**src/rtl/clb_cfg_loader_if.sv**
```systemverilog
// Bitstream-in / configuration-write-out bundle for clb_cfg_loader.
// master drives the serial stream and observes the CLB write port; slave is the loader.
interface clb_cfg_loader_if #(
  parameter int unsigned AddrWidth = 5
);
  logic                 din;
  logic                 dvalid;
  logic                 prog;
  logic [AddrWidth-1:0] cfg_addr;
  logic [36:0]          cfg_data;
  logic                 cfg_we;
  logic                 busy;
  logic                 done;
  logic                 err;

  modport master (
    output din, dvalid, prog,
    input  cfg_addr, cfg_data, cfg_we, busy, done, err
  );

  modport slave (
    input  din, dvalid, prog,
    output cfg_addr, cfg_data, cfg_we, busy, done, err
  );
endinterface

```
**src/rtl/clb_cfg_loader.sv**
```systemverilog
// Serial CLB configuration loader: sync hunt, 8-bit frame count, 37-bit frames, addressed writes.
// Optional macro CFG_PARITY_EN appends an odd-parity bit to each frame and fails on mismatch.
module clb_cfg_loader #(
  parameter int unsigned NumClb    = 25,
  parameter int unsigned AddrWidth = 5
) (
  input logic             clk_i,
  input logic             rst_i,
  clb_cfg_loader_if.slave cfg_if
);

  localparam logic [7:0] SyncWord = 8'hF2;

  typedef enum logic [2:0] {
    StHunt, StLen, StFrame, StWrite, StFin, StFail
  } state_e;

  state_e               state_q, state_d;
  logic [7:0]           sync_q, sync_d;
  logic [7:0]           len_q, len_d;
  logic [5:0]           cnt_q, cnt_d;
  logic [AddrWidth-1:0] idx_q, idx_d;
  logic [36:0]          data_q, data_d;
  logic                 par_q, par_d;

  always_comb begin
    state_d = state_q;
    sync_d  = sync_q;
    len_d   = len_q;
    cnt_d   = cnt_q;
    idx_d   = idx_q;
    data_d  = data_q;
    par_d   = par_q;

    // PROG wins over any same-cycle data bit, which is dropped.
    if (cfg_if.prog) begin
      state_d = StHunt;
      sync_d  = '0;
      idx_d   = '0;
      cnt_d   = '0;
      par_d   = 1'b0;
    end else begin
      unique case (state_q)
        StHunt: begin
          if (cfg_if.dvalid) begin
            sync_d = {sync_q[6:0], cfg_if.din};
            if (sync_d == SyncWord) begin
              state_d = StLen;
              cnt_d   = '0;
            end
          end
        end
        StLen: begin
          if (cfg_if.dvalid) begin
            len_d = {len_q[6:0], cfg_if.din};
            cnt_d = cnt_q + 6'd1;
            if (cnt_q == 6'd7) begin
              cnt_d = '0;
              par_d = 1'b0;
              if (len_d == 8'd0) begin
                state_d = StFin;
              end else if (len_d > 8'(NumClb)) begin
                state_d = StFail;
              end else begin
                idx_d   = '0;
                state_d = StFrame;
              end
            end
          end
        end
        StFrame: begin
          if (cfg_if.dvalid) begin
            cnt_d = cnt_q + 6'd1;
            par_d = par_q ^ cfg_if.din;
`ifdef CFG_PARITY_EN
            if (cnt_q == 6'd37) begin
              // Odd parity over 37 data bits plus the parity bit.
              state_d = (par_q ^ cfg_if.din) ? StWrite : StFail;
            end else begin
              data_d = {data_q[35:0], cfg_if.din};
            end
`else
            data_d = {data_q[35:0], cfg_if.din};
            if (cnt_q == 6'd36) begin
              state_d = StWrite;
            end
`endif
          end
        end
        StWrite: begin
          cnt_d = '0;
          par_d = 1'b0;
          if (8'(idx_q) == len_q - 8'd1) begin
            state_d = StFin;
          end else begin
            idx_d   = idx_q + AddrWidth'(1);
            state_d = StFrame;
          end
        end
        StFin, StFail: ;
        default: state_d = StHunt;
      endcase
    end
  end

  always_ff @(posedge clk_i or posedge rst_i) begin
    if (rst_i) begin
      state_q <= StHunt;
      sync_q  <= '0;
      len_q   <= '0;
      cnt_q   <= '0;
      idx_q   <= '0;
      data_q  <= '0;
      par_q   <= 1'b0;
    end else begin
      state_q <= state_d;
      sync_q  <= sync_d;
      len_q   <= len_d;
      cnt_q   <= cnt_d;
      idx_q   <= idx_d;
      data_q  <= data_d;
      par_q   <= par_d;
    end
  end

  assign cfg_if.cfg_addr = idx_q;
  assign cfg_if.cfg_data = data_q;
  assign cfg_if.cfg_we   = (state_q == StWrite);
  assign cfg_if.busy     = (state_q == StLen) || (state_q == StFrame) || (state_q == StWrite);
  assign cfg_if.done     = (state_q == StFin);
  assign cfg_if.err      = (state_q == StFail);

endmodule

```
**src/flat_wrapper.sv**
```systemverilog
// flat-port wrapper written by rule: the top's interface ports become plain ports
module clb_cfg_loader_flat 
#(
  parameter int unsigned NumClb    = 25,
  parameter int unsigned AddrWidth = 5
)
  (clk_i, rst_i, cfg_if_din, cfg_if_dvalid, cfg_if_prog, cfg_if_cfg_addr, cfg_if_cfg_data, cfg_if_cfg_we, cfg_if_busy, cfg_if_done, cfg_if_err);
  clb_cfg_loader_if #(.AddrWidth(AddrWidth)) cfg_if_i ();
  input logic clk_i;
  input logic rst_i;
  input wire logic [$bits(cfg_if_i.din)-1:0] cfg_if_din;
  input wire logic [$bits(cfg_if_i.dvalid)-1:0] cfg_if_dvalid;
  input wire logic [$bits(cfg_if_i.prog)-1:0] cfg_if_prog;
  output wire logic [$bits(cfg_if_i.cfg_addr)-1:0] cfg_if_cfg_addr;
  output wire logic [$bits(cfg_if_i.cfg_data)-1:0] cfg_if_cfg_data;
  output wire logic [$bits(cfg_if_i.cfg_we)-1:0] cfg_if_cfg_we;
  output wire logic [$bits(cfg_if_i.busy)-1:0] cfg_if_busy;
  output wire logic [$bits(cfg_if_i.done)-1:0] cfg_if_done;
  output wire logic [$bits(cfg_if_i.err)-1:0] cfg_if_err;
  assign cfg_if_i.din = cfg_if_din;
  assign cfg_if_i.dvalid = cfg_if_dvalid;
  assign cfg_if_i.prog = cfg_if_prog;
  assign cfg_if_cfg_addr = cfg_if_i.cfg_addr;
  assign cfg_if_cfg_data = cfg_if_i.cfg_data;
  assign cfg_if_cfg_we = cfg_if_i.cfg_we;
  assign cfg_if_busy = cfg_if_i.busy;
  assign cfg_if_done = cfg_if_i.done;
  assign cfg_if_err = cfg_if_i.err;
  clb_cfg_loader #(.NumClb(NumClb), .AddrWidth(AddrWidth)) u_core (.clk_i(clk_i), .rst_i(rst_i), .cfg_if(cfg_if_i));
endmodule
```
**config.mk**
```make
export PLATFORM = sky130hd
export DESIGN_NAME = clb_cfg_loader_flat
export DESIGN_NICKNAME = d
export VERILOG_FILES = /design/src/rtl/clb_cfg_loader_if.sv /design/src/rtl/clb_cfg_loader.sv /design/src/flat_wrapper.sv
export SDC_FILE = /design/constraint.sdc
export NUM_CORES = 1
export LEC_CHECK = 0
export BUFFER_PORTS_ARGS = -buffer_cell sky130_fd_sc_hd__buf_2
export CAP_MARGIN = 20
export CORE_UTILIZATION = 55
export DETAILED_ROUTE_END_ITERATION = 7
export PLACE_DENSITY = 0.78
export SKIP_CTS_REPAIR_TIMING = 1
export SLEW_MARGIN = 20
export SYNTH_ARGS = -nofsm -noshare
export SYNTH_HDL_FRONTEND = slang
export SYNTH_SLANG_ARGS = --single-unit
```
**constraint.sdc**
```tcl
create_clock -name clk_i -period 2.8 [get_ports clk_i]
set_input_delay 0.28 -clock clk_i [delete_from_list [all_inputs] [get_ports clk_i]]
set_output_delay 0.28 -clock clk_i [all_outputs]
set_load 0.01 [all_outputs]
```
## After elaboration in Yosys (flattened, before gate mapping)

Index checks and enable logic that the tools add are counted.
W data, S select, Z words.

| word-level totals | value |
|---|---|
| register bits after elaboration | 66 |
| input port bits | 5 |
| output and inout port bits | 46 |
| logic and storage cells | 73 |

| cells by class | value |
|---|---|
| $add $sub $neg | 3 |
| magnitude comparators | 1 |
| equal/unequal tests | 19 |
| mux-type cells | 28 |
| bitwise gates (word level) | 1 |
| reductions and logical operators | 15 |

Operators by type and width:

| operator | count |
|---|---|
| $mux W6 | 6 |
| $mux W3 | 10 |
| $mux W5 | 6 |
| $pmux W6 S4 | 1 |
| $mux W7 | 3 |
| $ne A3 B3 Y1 const B | 6 |
| $pmux W3 S5 | 1 |
| $pmux W5 S2 | 1 |
| $ne A3 B2 Y1 const B | 3 |
| $eq A5 B8 Y1 | 1 |
| $eq A8 B8 Y1 const B | 1 |
| $gt A8 B5 Y1 const B | 1 |
| $logic_not A8 Y1 | 1 |
| $sub A8 B1 Y8 const B | 1 |
| $reduce_and A7 Y1 | 1 |
| $add A6 B1 Y6 const B | 1 |
| $eq A3 B2 Y1 const B | 2 |
| $eq A3 B3 Y1 const B | 2 |
| $eq A6 B3 Y1 const B | 1 |
| $eq A6 B6 Y1 const B | 1 |
| $reduce_and A3 Y1 | 2 |
| $reduce_and A6 Y1 | 1 |
| $add A5 B1 Y5 const B | 1 |
| $reduce_and A5 Y1 | 1 |
| other kinds (10) | 12 |

## Logic depth before layout (Yosys ltp)

| logic depth | value |
|---|---|
| depth in word-level cells | 7 |
| gate-level depth with buffers | 9 |
| mapped depth without buffers | 8 |

## Worst setup path before layout

Ideal clock, no wire load.

| path | value |
|---|---|
| path type | reg-to-reg |
| from | register u_core.len_q[2] |
| to | register u_core.idx_q[3], in the netlist u_core.cfg_if.cfg_addr[3] |
| library setup time | 0.069 ns |
| arrival | 2.121 ns |
| data required time | 2.731 ns |
| setup slack | 0.610 ns |
| stages on the path, launching flop included | 9 |
| buffers on the path | 2 |
| clock period less this slack | 2.190 ns |
| path through | dfrtp_1 > buf_6 > or3_4 > o21bai_1 > a211o_1 > and3_1 > buf_6 > or4_1 > nand3_1 |

| between the ends | value |
|---|---|
| cells in the longest elaborated chain, start to end | 4 |
| elaborated cells on any way between the ends | 8 |
| classes of those cells | add/sub: 1; order compare: 1; eq/ne: 4; reduce/logical: 2 |

RTL lines:

| item | RTL line | source |
|---|---|---|
| start: declaration | clb_cfg_loader.sv:20 | `logic [7:0] len_q, len_d;` |
| start signal: assignment | clb_cfg_loader.sv:118 | `len_q <= len_d;` |
| $sub A8 B1 Y8 | clb_cfg_loader.sv:93 | `if (8'(idx_q) == len_q - 8'd1) begin` |
| $eq A5 B8 Y1 | clb_cfg_loader.sv:93 |  |
| $ne A3 B3 Y1 (no line) | n/a |  |
| $reduce_and A6 Y1 (no line) * | n/a |  |
| end signal: assignment | clb_cfg_loader.sv:120 | `idx_q <= idx_d;` |
| end: declaration | clb_cfg_loader.sv:22 | `logic [AddrWidth-1:0] idx_q, idx_d;` |

Mark *: on every way between the ends. The rest lies on a longest branch, timed or not.
A chain may end at the register's enable or synchronous reset.

## Final worst setup path

| path | value |
|---|---|
| from | register u_core.len_q[0] |
| to | register u_core.idx_q[1], in the netlist u_core.cfg_if.cfg_addr[1] |

The elaborated chain is that of the path after synthesis.

==> impl_metrics.env <==
export IMPL_synth_flop_cell="dfrtp_1"
export IMPL_p_seq_share_pct=57.2
export IMPL_area_delta_synth_final_pct=14.2
export IMPL_max_cap_violations=0
export IMPL_io_buffer_count=50
export IMPL_grtUsageTotal_pct=20.6
export IMPL_routed_via_density=5.45
export IMPL_post_synth_top_area_cell="dfrtp_1"
export IMPL_route_met3_wl_um=164
export IMPL_syn_nets=291
export IMPL_synthTopCellsByArea="dfrtp_1 (53%), mux2_2 (15%), nand2_1 (3.0%)"
export IMPL_p_comb_share_pct=2.6
export IMPL_fmax_ghz=0.427
export IMPL_dpl_hpwl_um=3970
export IMPL_cell_internal_pwr_uw=1280
export IMPL_ys_seq_area_share_pct=52.5
export IMPL_grt_start_max_net_pins=67
export IMPL_worst_slew_pin_slew_ns=0.769
export IMPL_synth_most_common_cell="dfrtp_1"
export IMPL_antenna_found_initial=0
export IMPL_arrival_ns=2.61
export IMPL_synth_seq_cells=66
export IMPL_hold_violations=3
export IMPL_hold_ws_ns=-0.000434
export IMPL_cts_tree="done"
export IMPL_rsz0062_at_grt="false"
export IMPL_clkSlewWorstSetupHoldPaths_ns=0.07
export IMPL_dieArea_sq_mm=0.00603
export IMPL_irDropWorstVdd_mv=0.341
export IMPL_avgSynthCellArea_sq_um=11.2
export IMPL_dieHeight_um=77.6
export IMPL_synth_edf_count=0
export IMPL_drtIter0Drc=99
export IMPL_drt_wl_total_um=5680
export IMPL_violations="negative hold slack"
export IMPL_critPathLaunchType="flop"
export IMPL_async_flop_share_pct=100
export IMPL_fin_crit_ns=2.34
export IMPL_status="finished, violations left"
export IMPL_finalCritPeriodShare_pct=83.7
export IMPL_die_width_um=77.6
export IMPL_first_pass_iters=4
export IMPL_end_kind="flop"
export IMPL_yosys_warnings=0
export IMPL_ant_nets=0
export IMPL_wl_met1_um=2580
export IMPL_max_slew_margin_rel_pct=48.8
export IMPL_vias=2224
export IMPL_htree_levels=3
export IMPL_finalNetCount=340
export IMPL_grt_overflow=0
export IMPL_top_layer_used="met4"
export IMPL_grt_pass1_vias=2128
export IMPL_min_path_type="input pin to async pin"
export IMPL_cts_sinks=66
export IMPL_p_sw_uw=389
export IMPL_syn_inst=282
export IMPL_diodes=0
export IMPL_grt_pass1_wl_um=9650
export IMPL_p_total_uw=1670
export IMPL_power_density_mw_per_mm2=465
export IMPL_yosysUniqueCellTypes=49
export IMPL_pin_count=51
export IMPL_leakage_uw=0.00183
export IMPL_wl_per_cell_um=13.9
export IMPL_cts_root_buf="clkbuf_8"
export IMPL_clock_skew_final_ns=0.00930
export IMPL_gp_routability_congestion=0.815
export IMPL_pwr_share_clk_pct=40.2
export IMPL_p_sw_share_pct=23.2
export IMPL_rows=27
export IMPL_start_util_pct=57.1
export IMPL_crit_required_ns=3.07
export IMPL_wl_met2_um=2840
export IMPL_drc_errors=0
export IMPL_drive_above_1_share_pct=36.6
export IMPL_worstSetupPathType="flop to flop"
export IMPL_cts_buffers=9
export IMPL_synth_common_cells="dfrtp_1 (66), mux2_2 (43), nand2_1 (25)"
export IMPL_yosysTopAreaCellShare_pct=52.5
export IMPL_worstPathMaxFanout=10
export IMPL_cts_path_max_buffers=2
export IMPL_core_sq_mm=0.00551
export IMPL_syn_area_sq_mm=0.00315
export IMPL_finalSetupTns_ns=0
export IMPL_setup_viol=0
export IMPL_drv_slew=0
export IMPL_clk_latency_ns=0.34
layout by cell type, fill, tap and decap left out, types with 2 or more instances in the layout:
master | synthesis | routed
a211o_1 | 2 | 2
o31ai_1 | 3 | 3
nor4_1 | 4 | 4
a31oi_1 | 3 | 3
a21oi_1 | 17 | 17
inv_2 | 1 | 2
clkinv_2 | 0 | 3
nor3_1 | 7 | 7
nor2b_1 | 5 | 5
and3_1 | 3 | 3
or2_2 | 2 | 2
nand2b_1 | 4 | 4
o211ai_1 | 3 | 3
nor2_1 | 10 | 10
clkbuf_8 | 0 | 9
xnor2_1 | 5 | 5
or3b_2 | 2 | 2
nand3_1 | 13 | 13
dfrtp_1 | 66 | 66
buf_2 | 1 | 50
mux2_2 | 43 | 43
or4_1 | 4 | 4
inv_1 | 11 | 10
o21ai_0 | 10 | 10
nand2_1 | 25 | 25
clkbuf_1 | 8 | 2
and2b_2 | 2 | 2
ha_1 | 4 | 4
final cells by class:
class,count,area [sq um]
fillers,447,1920
flip-flops and latches,66,1650
multi-input cells,190,1360
repair buffers,52,278
clock buffers,11,131
well taps,72,90.1
inverters,12,45.0
clock inverters,5,31.3
power by group through the flow:
stage | combinational (uW) | sequential (uW) | clock, uW
final | 44.0 | 956 | 672
after global routing | 51.3 | 955 | 726
after CTS | 46.0 | 955 | 687
after detailed placement | 46.0 | 974 | 0
after global placement | 45.4 | 974 | 0
after floorplan | 30.7 | 974 | 0
stage by stage:
step           cell area [sq um]  hold slack, ns  std cells  worst slack, ns  util (%)
2_1_floorplan               3150           0.411        282            0.610         -
3_3_place_gp                3430           0.379        392            0.584      62.3
3_5_place_dp                3430           0.379        392            0.470      62.3
4_1_cts                     3590          0.0165        408            0.447      65.2
5_1_grt                     3590          0.0323        408            0.264      65.2
6_report                    3590       -0.000434        408            0.456      65.2
cells by family (layout without fill, tap and decap cells):
| group | after synthesis | in the layout | share of synthesized area, % |
|---|---|---|---|
| simple gates | 90 | 90 | 15.4 |
| flops | 66 | 66 | 52.5 |
| compound gates | 47 | 47 | 9.27 |
| mux | 44 | 44 | 15.7 |
| buf+inv | 26 | 80 | 4.14 |
| xor+xnor | 5 | 5 | 1.39 |
| fa+ha+maj | 4 | 4 | 1.59 |
critical path, cell delays in order, from the launching register on:
cell and delay [ns]:
dfrtp_1 0.43, inv_1 0.09, ha_1 0.26, and2b_2 0.21
or3_2 0.44, a31oi_1 0.17, and3_1 0.35, a21oi_1 0.14
o22ai_1 0.18
sequential cells by signal (all words and copies together), names as in the netlist:
signal                  count
u_core.cfg_if.cfg_addr      5
u_core.cnt_q                6
u_core.cfg_if.cfg_data     37
u_core.len_q                8
u_core.state_q              3
u_core.sync_q               7
routing by layer:
layer	up-vias	GRT usage, %
met5	-	0
met4	0	9.81
met3	12	4.94
met2	30	34.0
met1	1080	25.5
li1	1102	-
path summary, 6_finish.rpt:
check	startpoint	end	cells past startpoint	slack (ns)
max	u_core.len_q[0]$_DFFE_PP0P_	u_core.cfg_if.cfg_addr[1]$_DFFE_PP0P_	8	0.46
min	rst_i	u_core.len_q[7]$_DFFE_PP0P_	3	-0.0004
max reg2reg	u_core.len_q[0]$_DFFE_PP0P_	u_core.cfg_if.cfg_addr[1]$_DFFE_PP0P_	8	0.46
min reg2reg	u_core.cfg_if.cfg_data[36]$_DFFE_PP0P_	u_core.cfg_if.cfg_data[36]$_DFFE_PP0P_	1	0.51
max in group asynchronous	rst_i	u_core.sync_q[2]$_DFFE_PP0P_	3	2.53
min in group clk_i	cfg_if_din	u_core.sync_q[0]$_DFFE_PP0P_	3	0.24
Power figures use the tool's default switching activity.
